**src/rtl/spi_slave_burst_bridge.sv**
```systemverilog
// SPI slave to single-port memory bridge: one frame carries an op bit, a start address and a
// stream of auto-incrementing data words; reads prefetch one word ahead so MISO never gaps.
module spi_slave_burst_bridge #(
   parameter int ADDR_W   = 8,
   parameter int DATA_W   = 8,
   parameter int TURN_CYC = 2
) (
   input  logic              clk,
   input  logic              rst,
   input  logic              SS_n,
   input  logic              MOSI,
   output logic              MISO,
   output logic              mem_req,
   output logic              mem_we,
   output logic [ADDR_W-1:0] mem_addr,
   output logic [DATA_W-1:0] mem_wdata,
   input  logic [DATA_W-1:0] mem_rdata,
   input  logic              mem_rvalid,
   output logic              busy,
   output logic              rd_err
);

   localparam int CNT_MAX = (ADDR_W > DATA_W) ? ADDR_W : DATA_W;
   localparam int CNT_W   = $clog2(CNT_MAX);
   localparam logic [CNT_W-1:0] ADDR_LAST = CNT_W'(ADDR_W - 1);
   localparam logic [CNT_W-1:0] DATA_LAST = CNT_W'(DATA_W - 1);
   localparam logic [CNT_W-1:0] TURN_LAST = CNT_W'(TURN_CYC - 1);

   typedef enum logic [2:0] {
      IDLE  = 3'd0,
      ADDR  = 3'd1,
      WDATA = 3'd2,
      RTURN = 3'd3,
      RDATA = 3'd4
   } state_t;

   state_t              state_r;
   state_t              state_s;
   logic [CNT_W-1:0]    cnt_r;
   logic                op_r;
   logic [ADDR_W-2:0]   addr_sh_r;
   logic [ADDR_W-1:0]   addr_r;
   logic [DATA_W-2:0]   rx_sh_r;
   logic [DATA_W-1:0]   hold_r;
   logic                wpend_r;
   logic                rd_pend_r;
   logic                stale_r;
   logic [DATA_W-1:0]   buf_r;
   logic                buf_v_r;
   logic [DATA_W-1:0]   tx_sh_r;

   logic                ss_act_s;
   logic [ADDR_W-1:0]   addr_full_s;
   logic [DATA_W-1:0]   word_full_s;
   logic                addr_done_s;
   logic                word_done_s;
   logic                rsp_s;
   logic                fresh_s;
   logic                load_s;
   logic                avail_s;
   logic                late_s;
   logic [DATA_W-1:0]   load_word_s;
   logic                rd_start_s;
   logic                rd_issue_s;
   logic                wr_issue_s;

   // State register
   always_ff @(posedge clk) begin
      if (rst) begin
         state_r <= IDLE;
      end else begin
         state_r <= state_s;
      end
   end

   // Next-state logic; SS_n high always returns to IDLE
   always_comb begin
      state_s = state_r;
      if (SS_n) begin
         state_s = IDLE;
      end else begin
         case (state_r)
            IDLE:    state_s = ADDR;
            ADDR:    state_s = (cnt_r == ADDR_LAST) ? (op_r ? RTURN : WDATA) : ADDR;
            WDATA:   state_s = WDATA;
            RTURN:   state_s = (cnt_r == TURN_LAST) ? RDATA : RTURN;
            RDATA:   state_s = RDATA;
            default: state_s = IDLE;
         endcase
      end
   end

   // Per-cycle control decodes
   always_comb begin
      ss_act_s    = ~SS_n;
      addr_full_s = {addr_sh_r, MOSI};
      word_full_s = {rx_sh_r, MOSI};
      addr_done_s = ss_act_s && (state_r == ADDR) && (cnt_r == ADDR_LAST);
      word_done_s = ss_act_s && (state_r == WDATA) && (cnt_r == DATA_LAST);
      rsp_s       = mem_rvalid && rd_pend_r && ((state_r == RTURN) || (state_r == RDATA));
      fresh_s     = rsp_s && !stale_r;
      load_s      = ss_act_s && (((state_r == RTURN) && (cnt_r == TURN_LAST)) ||
                                 ((state_r == RDATA) && (cnt_r == DATA_LAST)));
      avail_s     = buf_v_r || fresh_s;
      late_s      = load_s && !avail_s;
      if (buf_v_r) begin
         load_word_s = buf_r;
      end else if (fresh_s) begin
         load_word_s = mem_rdata;
      end else begin
         load_word_s = {DATA_W{1'b0}};
      end
      rd_start_s  = addr_done_s && op_r;
      // A late word defers the next prefetch until the stale response drains
      rd_issue_s  = ss_act_s && ((load_s && avail_s) || (rsp_s && stale_r));
      wr_issue_s  = ss_act_s && (state_r == WDATA) && wpend_r;
   end

   // Bit counter for address, data and turnaround phases
   always_ff @(posedge clk) begin
      if (rst || SS_n) begin
         cnt_r <= {CNT_W{1'b0}};
      end else begin
         case (state_r)
            ADDR:    cnt_r <= addr_done_s ? {CNT_W{1'b0}} : cnt_r + CNT_W'(1);
            WDATA:   cnt_r <= word_done_s ? {CNT_W{1'b0}} : cnt_r + CNT_W'(1);
            RTURN:   cnt_r <= load_s ? {CNT_W{1'b0}} : cnt_r + CNT_W'(1);
            RDATA:   cnt_r <= load_s ? {CNT_W{1'b0}} : cnt_r + CNT_W'(1);
            default: cnt_r <= {CNT_W{1'b0}};
         endcase
      end
   end

   // Receive path: op bit, address shifter, data shifter and completed-word holding register
   always_ff @(posedge clk) begin
      if (rst) begin
         op_r      <= 1'b0;
         addr_sh_r <= {(ADDR_W-1){1'b0}};
         rx_sh_r   <= {(DATA_W-1){1'b0}};
         hold_r    <= {DATA_W{1'b0}};
         wpend_r   <= 1'b0;
      end else if (SS_n) begin
         wpend_r   <= 1'b0;
      end else begin
         if (state_r == IDLE) begin
            op_r <= MOSI;
         end
         if (state_r == ADDR) begin
            addr_sh_r <= addr_full_s[ADDR_W-2:0];
         end
         if (state_r == WDATA) begin
            rx_sh_r <= word_full_s[DATA_W-2:0];
         end
         if (word_done_s) begin
            hold_r  <= word_full_s;
            wpend_r <= 1'b1;
         end else if (wr_issue_s) begin
            wpend_r <= 1'b0;
         end
      end
   end

   // Memory port, prefetch buffer, transmit shifter and error flag
   always_ff @(posedge clk) begin
      if (rst) begin
         mem_req   <= 1'b0;
         mem_we    <= 1'b0;
         mem_addr  <= {ADDR_W{1'b0}};
         mem_wdata <= {DATA_W{1'b0}};
         addr_r    <= {ADDR_W{1'b0}};
         rd_pend_r <= 1'b0;
         stale_r   <= 1'b0;
         buf_r     <= {DATA_W{1'b0}};
         buf_v_r   <= 1'b0;
         tx_sh_r   <= {DATA_W{1'b0}};
         MISO      <= 1'b0;
         rd_err    <= 1'b0;
      end else if (SS_n) begin
         mem_req   <= 1'b0;
         mem_we    <= 1'b0;
         rd_pend_r <= 1'b0;
         stale_r   <= 1'b0;
         buf_v_r   <= 1'b0;
         MISO      <= 1'b0;
      end else begin
         mem_req <= rd_start_s || rd_issue_s || wr_issue_s;
         mem_we  <= wr_issue_s;
         if (wr_issue_s) begin
            mem_addr  <= addr_r;
            mem_wdata <= hold_r;
            addr_r    <= addr_r + ADDR_W'(1);
         end else if (rd_start_s) begin
            mem_addr <= addr_full_s;
            addr_r   <= addr_full_s + ADDR_W'(1);
         end else if (rd_issue_s) begin
            mem_addr <= addr_r;
            addr_r   <= addr_r + ADDR_W'(1);
         end else if (addr_done_s) begin
            addr_r <= addr_full_s;
         end

         if (rd_start_s || rd_issue_s) begin
            rd_pend_r <= 1'b1;
         end else if (rsp_s) begin
            rd_pend_r <= 1'b0;
         end

         if (late_s && !rsp_s) begin
            stale_r <= 1'b1;
         end else if (rsp_s) begin
            stale_r <= 1'b0;
         end

         if (load_s) begin
            buf_v_r <= 1'b0;
         end else if (fresh_s) begin
            buf_r   <= mem_rdata;
            buf_v_r <= 1'b1;
         end

         if (late_s) begin
            rd_err <= 1'b1;
         end

         if (load_s) begin
            MISO    <= load_word_s[DATA_W-1];
            tx_sh_r <= load_word_s << 1;
         end else if (state_r == RDATA) begin
            MISO    <= tx_sh_r[DATA_W-1];
            tx_sh_r <= tx_sh_r << 1;
         end else begin
            MISO <= 1'b0;
         end
      end
   end

   // busy mirrors the registered state
   always_ff @(posedge clk) begin
      if (rst) begin
         busy <= 1'b0;
      end else begin
         busy <= (state_s != IDLE);
      end
   end

endmodule
```
**config.mk**
```make
export PLATFORM = sky130hd
export DESIGN_NAME = spi_slave_burst_bridge
export DESIGN_NICKNAME = d
export VERILOG_FILES = /design/src/rtl/spi_slave_burst_bridge.sv
export SDC_FILE = /design/constraint.sdc
export NUM_CORES = 1
export LEC_CHECK = 0
export CORE_MARGIN = 2
export CORE_UTILIZATION = 47
export CTS_BUF_LIST = sky130_fd_sc_hd__clkbuf_4
export DETAILED_ROUTE_END_ITERATION = 10
export PLACE_DENSITY = 0.67
export SLEW_MARGIN = 30
export SYNTH_ARGS = -nofsm -noshare
export SYNTH_HDL_FRONTEND = slang
export SYNTH_SLANG_ARGS = --single-unit
```
**constraint.sdc**
```tcl
create_clock -name clk -period 2.97 [get_ports clk]
set_input_delay 0.594 -clock clk [delete_from_list [all_inputs] [get_ports clk]]
set_output_delay 0.594 -clock clk [all_outputs]
set_load 0.02 [all_outputs]
```
# ---- After elaboration in Yosys (flattened, before gate mapping)
# Cells that the tools add are included.
dict set report totals {
  memories 0
  mem_bits_ro 0
  register_bits 78
  latchBits 0
  out_inout_bits 21
  ram_bits 0
  wordCells 106
  inputBits 13
}
dict set report op_classes {
  mul 0
  shift 0
  n_addsub 3
  muxes 27
  n_lt_le_gt_ge 0
  reduce_logical 48
  n_bitwise 2
  div_mod_pow 0
  eq_ne 6
}
# operator count
set op_table {}
lappend op_table {{two-way mux 8 bit} 11}
lappend op_table {{AND reduction 2 bit} 9}
lappend op_table {{logical AND 1 bit} 17}
lappend op_table {{adder 8 x 1 -> 8 bit, second input constant} 2}
lappend op_table {{two-way mux 3 bit} 5}
lappend op_table {{case mux 3 bit (5 select lines)} 1}
lappend op_table {{case mux 3 bit (3 select lines)} 1}
lappend op_table {{two-way mux 1 bit} 8}
lappend op_table {{nonzero test 2 bit} 4}
lappend op_table {{logical OR 1 bit} 7}
lappend op_table {{equality test 3 x 1 -> 1 bit, second input constant} 2}
lappend op_table {{equality test 3 x 2 -> 1 bit, second input constant} 2}
lappend op_table {{equality test 3 bit, second input constant} 2}
lappend op_table {{nonzero test 3 bit} 2}
lappend op_table {{nonzero test 4 bit} 1}
lappend op_table {{OR reduction 2 bit} 2}
lappend op_table {{adder 3 x 1 -> 3 bit, second input constant} 1}
lappend op_table {{zero test 1 bit} 3}
lappend op_table {{zero test 3 bit} 1}
lappend op_table {{AND reduction 3 bit} 1}
lappend op_table {{OR reduction 3 bit} 1}
lappend op_table {{two-way mux 2 bit} 1}
lappend op_table {{inverter 1 bit} 2}

# ---- Depth between registers and ports, before layout
dict set report depth {
  ltp_word 11
  depth_mapped 10
  depth_no_buf 8
}

# ---- Worst setup path before layout
# Ideal clock, no wire load.
dict set report synth_path {
  path_kind {register -> register}
  startpoint {register cnt_r[0]}
  endpoint {register addr_r[2]}
  path_stages_with_launch 10
  period_less_slack_ns 2.128
  path_slack_ns 0.842
  required_ns 2.839
  n_path_buf 1
  t_arrival_ns 1.998
  setup_ns 0.131
  path_cell_list {dfxtp_1 > ha_1 > ha_1 > and4bb_2 > a211oi_1 > a2bb2oi_1 > o21ai_2 > buf_2 > a21oi_1 > o32ai_1}
}
dict set report synth_between {
  elab_chain_cells 10
  elab_cells_between_ends 16
  classes_between {eq/ne: 2; mux: 3; reduce/logical: 11}
}
# item line_no
set synth_lines {}
lappend synth_lines {{from (decl)} 39} ;# logic [CNT_W-1:0] cnt_r;
lappend synth_lines {{from (signal assigned)} 122} ;# cnt_r <= {CNT_W{1'b0}};
lappend synth_lines {{from (signal assigned)} 125} ;# ADDR: cnt_r <= addr_done_s ? {CNT_W{1'b0}} : cnt_r + CNT_W'(1);
lappend synth_lines {{from (signal assigned)} 126} ;# WDATA: cnt_r <= word_done_s ? {CNT_W{1'b0}} : cnt_r + CNT_W'(1);
lappend synth_lines {{equality test 3 x 1 -> 1 bit or equality test 3 bit (tied branches)} {102, 98, 103}}
lappend synth_lines {{logical AND 1 bit, on equally long branches} {102, 103}}
lappend synth_lines {{logical OR 1 bit} 102} ;# load_s = ss_act_s && (((state_r == RTURN) && (cnt_r == TURN_LAST)) ||
lappend synth_lines {{logical AND 1 bit} 102}
lappend synth_lines {{logical AND 1 bit} 115} ;# rd_issue_s = ss_act_s && ((load_s && avail_s) || (rsp_s && stale_r));
lappend synth_lines {{logical OR 1 bit} 115}
lappend synth_lines {{logical AND 1 bit} 115}
lappend synth_lines {{two-way mux 8 bit} 195} ;# end else if (rd_issue_s) begin
lappend synth_lines {{two-way mux 8 bit} 192} ;# end else if (rd_start_s) begin
lappend synth_lines {{two-way mux 8 bit} 188} ;# if (wr_issue_s) begin
lappend synth_lines {{to (signal assigned)} 191} ;# addr_r <= addr_r + ADDR_W'(1);
lappend synth_lines {{to (signal assigned)} 194} ;# addr_r <= addr_full_s + ADDR_W'(1);
lappend synth_lines {{to (signal assigned)} 197} ;# addr_r <= addr_r + ADDR_W'(1);
lappend synth_lines {{to (decl)} 42} ;# logic [ADDR_W-1:0] addr_r;
# Several ways; a longest one is shown, not always the timed one.
# A chain may end at the register's enable or synchronous reset.

# ---- Worst setup path in the final report
dict set report layout_path {
  startpoint {register state_r[2]}
  endpoint {register addr_r[3]}
}
dict set report layout_between {
  elab_chain_cells 11
  elab_cells_between_ends 26
  classes_between {eq/ne: 4; mux: 3; reduce/logical: 19}
}
# item line_no
set layout_lines {}
lappend layout_lines {{from (decl)} 37} ;# state_t state_r;
lappend layout_lines {{from (signal assigned)} 72} ;# state_r <= state_s;
lappend layout_lines {{equality test 3 x 2 -> 1 bit or equality test 3 bit (tied branches)} {100, 102, 103}}
lappend layout_lines {{logical OR 1 bit} 100} ;# rsp_s = mem_rvalid && rd_pend_r && ((state_r == RTURN) || (state_r == RDATA));
lappend layout_lines {{logical AND 1 bit} 100}
lappend layout_lines {{logical AND 1 bit} 101} ;# fresh_s = rsp_s && !stale_r;
lappend layout_lines {{logical OR 1 bit} 104} ;# avail_s = buf_v_r || fresh_s;
lappend layout_lines {{logical AND 1 bit} 115}
lappend layout_lines {{logical OR 1 bit} 115}
lappend layout_lines {{logical AND 1 bit} 115}
lappend layout_lines {{two-way mux 8 bit} 195}
lappend layout_lines {{two-way mux 8 bit} 192}
lappend layout_lines {{two-way mux 8 bit} 188}
# Several ways; a longest one is shown, not always the timed one.

==> flow_summary_export.csv <==
group,metric,value,unit
sta,setup_violations,0,
clock_tree,cts.repair.resized,0,
finish,final_cell_area,4150,um2
worst_setup_path,path_class,"reg -> reg",
routing,drc,0,
sta,min_period,2.50,ns
synth,synth_area,3600,um2
floorplanning,start_util,49.1,%
clock_tree,htreeDepth,3,
global_route,grt.met1_usage,27.9,%
synth,yosysUniqueCellTypes,64,
synth,ys.flop_type,"dfxtp_1",
clock_tree,numCtsBuffers,9,
worst_setup_path,cp.arrival,2.82,ns
global_route,top_usage_layer,"met2",
pwr,p_leak,1.50,nW
min_path,min_path_type,"reg -> reg",
synth,yosysTopAreaCellShare,42.8,%
global_route,antenna_found_initial,0,
clock_tree,cts_tree,"built",
pwr,comb_power_share,4.1,%
sta,clock_skew,0.0129,ns
pwr,p_int,1.32,mW
sta,fmax,401,MHz
worst_setup_path,r2r-start,"state_r[2]",
finish,post_route_cells_drive_above_1_share,8.94,%
min_path,hold_path_startpoint,"cnt_r[0]",
placed_design,place_area,4030,um2
synth,syn_inst,438,
placed_design,port-buffer-count,33,
global_route,overflow,0,
worst_setup_path,r2r-end,"addr_r[3]",
sta,grt_setup_unrepaired,"no",
sta,min_period_over_period,84.1,%
sta,hold_slack,0.461,ns
clock_tree,cts.path.max_buffers,2,
synth,synth_edf_count,0,
pwr,power,1.72,mW
routing,antenna_left,0,
global_route,use_met2,33.9,%
worst_setup_path,r2r_cells,6,
synth,avgSynthCellArea,8.22,um2
global_route,met3_usage,3.24,%
synth,ys_warn_count,0,
outcome,status,"finished, final reports clean",
finish,fill_cells,676,
pwr,switching_share,23.2,%
routing,firstDrtPassIters,4,
placed_design,routabilityCongestion,0.828,
floorplanning,dieWidth,91.5,um
sta,worst_slew_pin_slew,0.740,ns
global_route,grt.total_usage,21.0,%
worst_setup_path,reg2reg_slack,0.47,ns
pwr,p_per_area,414,nW/um2
sta,tns,0,ns
routing,via_count,3146,
synth,synth_fp_nets,456,
worst_setup_path,required,3.30,ns
floorplanning,rows,31,
sta,max-slew-margin-rel,50.3,%
floorplanning,dieHeight,91.5,um
pwr,p_seq_share,60.5,%
sta,drv_slew,0,
synth,ys_seq_elements,77,
routing,drtIter0Drc,166,
clock_tree,root_buffer,"clkbuf_4",
finish,diodes,0,
worst_setup_path,crit_path_start_kind,"flop",
placed_design,dpl.hpwl,5780,um
worst_setup_path,end_kind,"flop",
flow_run,maxCapViolations,0,
synth,seq_area_frac_synth,42.8,%
clock_tree,path_clk_slew,0.12,ns
floorplanning,boundaryPins,34,
floorplanning,die_area,8380,um2
min_path,min_to,"cnt_r[0]",
routing,wl,8310,um
min_path,hold_path_depth,1,
floorplanning,core,7330,um2
clock_tree,postCtsHoldBufs,0,
finish,fin_util,56.7,%
clock_tree,postCtsSetupBuffers,0,
finish,seq_area,1540,um2
global_route,grt_pass1_vias,3039,
worst_setup_path,worstPathMaxFanout,16,
routing,via_per_inst,5.53,
pwr,ir_drop,0.231,mV
clock_tree,insertion_delay,0.42,ns
finish,nNetsFinal,484,
pwr,p_switching,0.399,mW
pwr,clkPwrFrac,35.4,%
global_route,grt_max_degree,38,
synth,ys_async_sr_fraction,0,%
clock_tree,cts.sinks,77,
finish,area_growth,15.4,%
synth,yosysTopAreaCell,"dfxtp_1",
synth,synth_area_leaders,"dfxtp_1, nand2_1, a21oi_1",
finish,multiInputGateArea,1900,um2
routing,wl_per_cell,14.6,um
sta,finalHoldViolCount,0,
global_route,grt_pass1_wl,14300,um
## area by class of cell
| type | instances | share of cell area, % |
|---|---|---|
| Multi-Input combinational cell | 322 | 45.8 |
| Sequential cell | 77 | 37.1 |
| Timing Repair Buffer | 46 | 10.2 |
| Tap cell | 99 | 2.98 |
| Clock buffer | 10 | 1.81 |
| Clock inverter | 5 | 1.23 |
| Inverter | 10 | 0.904 |
## placed cells by master (no fill, tap or decap), drive strengths merged, types with 3 or more instances in the layout
master,instances
nand3b,4
nand4,3
and3b,4
clkdlybuf4s50,32
a22oi,8
clkinv,3
clkbuf,10
a221o,6
nand2,82
nor3b,3
inv,11
buf,14
nor2,42
a311oi,9
o41ai,3
mux2i,10
o311ai,3
a21oi,41
a211oi,4
nand2b,12
or3,4
nand3,14
dfxtp,77
or4,5
ha,5
nor3,10
o21ai,16
## kinds of logic (layout without fill, tap and decap cells)
group | after synthesis | count (layout) | share of synthesized area [%]
flops | 77 | 77 | 42.8
mux | 11 | 11 | 3.09
compound gates | 106 | 106 | 20.5
xor+xnor | 4 | 4 | 0.973
fa+ha+maj | 5 | 5 | 1.74
buf+inv | 39 | 71 | 4.38
simple gates | 196 | 196 | 26.5
## cells in the mapped netlist (3+ instances only)
library cell / instances
a221o_1: 6
mux2i_1: 10
a22oi_1: 8
nand4_1: 3
buf_2: 3
nand2_1: 82
nand2b_1: 12
nor3_1: 8
or4_1: 5
buf_1: 3
nor2_1: 41
and3b_1: 4
dfxtp_1: 77
a21oi_1: 41
nand3_1: 14
a311oi_1: 9
nand3b_1: 4
clkbuf_1: 21
o21ai_0: 14
inv_1: 10
or3_1: 4
ha_1: 5
## metrics by stage
step | cells | worst slack [ns]
after floorplan | 438 | 0.842
after global placement | 554 | 0.259
after detailed placement | 554 | 0.175
after CTS | 569 | 0.480
after global routing | 569 | 0.250
final | 569 | 0.474
## how the worst max path moves through the flow
stage | startpoint | endpoint | slack [ns] | cells past startpoint
floorplan | cnt_r[0] | addr_r[2] | 0.84 | 9
global placement | SS_n | addr_r[6] | 0.26 | 6
detailed placement | SS_n | mem_addr[2] | 0.17 | 7
CTS | state_r[2] | addr_r[7] | 0.48 | 6
global route | state_r[2] | addr_r[7] | 0.25 | 6
finish | state_r[2] | addr_r[3] | 0.47 | 6
## state kept, by name (all words and copies together) (netlist names)
name	cells
addr_r	8
buf_r	8
hold_r	8
mem_addr	8
mem_wdata	8
addr_sh_r	7
rx_sh_r	7
tx_sh_r	7
cnt_r	3
state_r	3
MISO	1
buf_v_r	1
busy	1
mem_req	1
mem_we	1
op_r	1
rd_err	1
rd_pend_r	1
stale_r	1
wpend_r	1
## worst max-delay path, cell delays in order, from the launching register on
cell,delay (ns)
dfxtp_1,0.64
nor3b_4,0.36
o211ai_2,0.24
a211oi_4,0.39
nor2_2,0.19
or4_1,0.51
o311ai_1,0.09
## routing by layer
layer	vias up	wire, um
met3	13	248
met4	0	148
met5	-	0
li1	1604	-
met2	58	3950
met1	1471	3970
## power groups by stage
stage                     logic, mW  registers, mW  clock network [mW]
after CTS                    0.0702           1.04               0.632
after global placement       0.0695           1.06                   0
after floorplan              0.0374           1.06                   0
after detailed placement     0.0698           1.06                   0
after global routing         0.0766           1.04               0.669
final                        0.0704           1.04               0.610
Note: power is estimated with default switching activity, not from simulation.
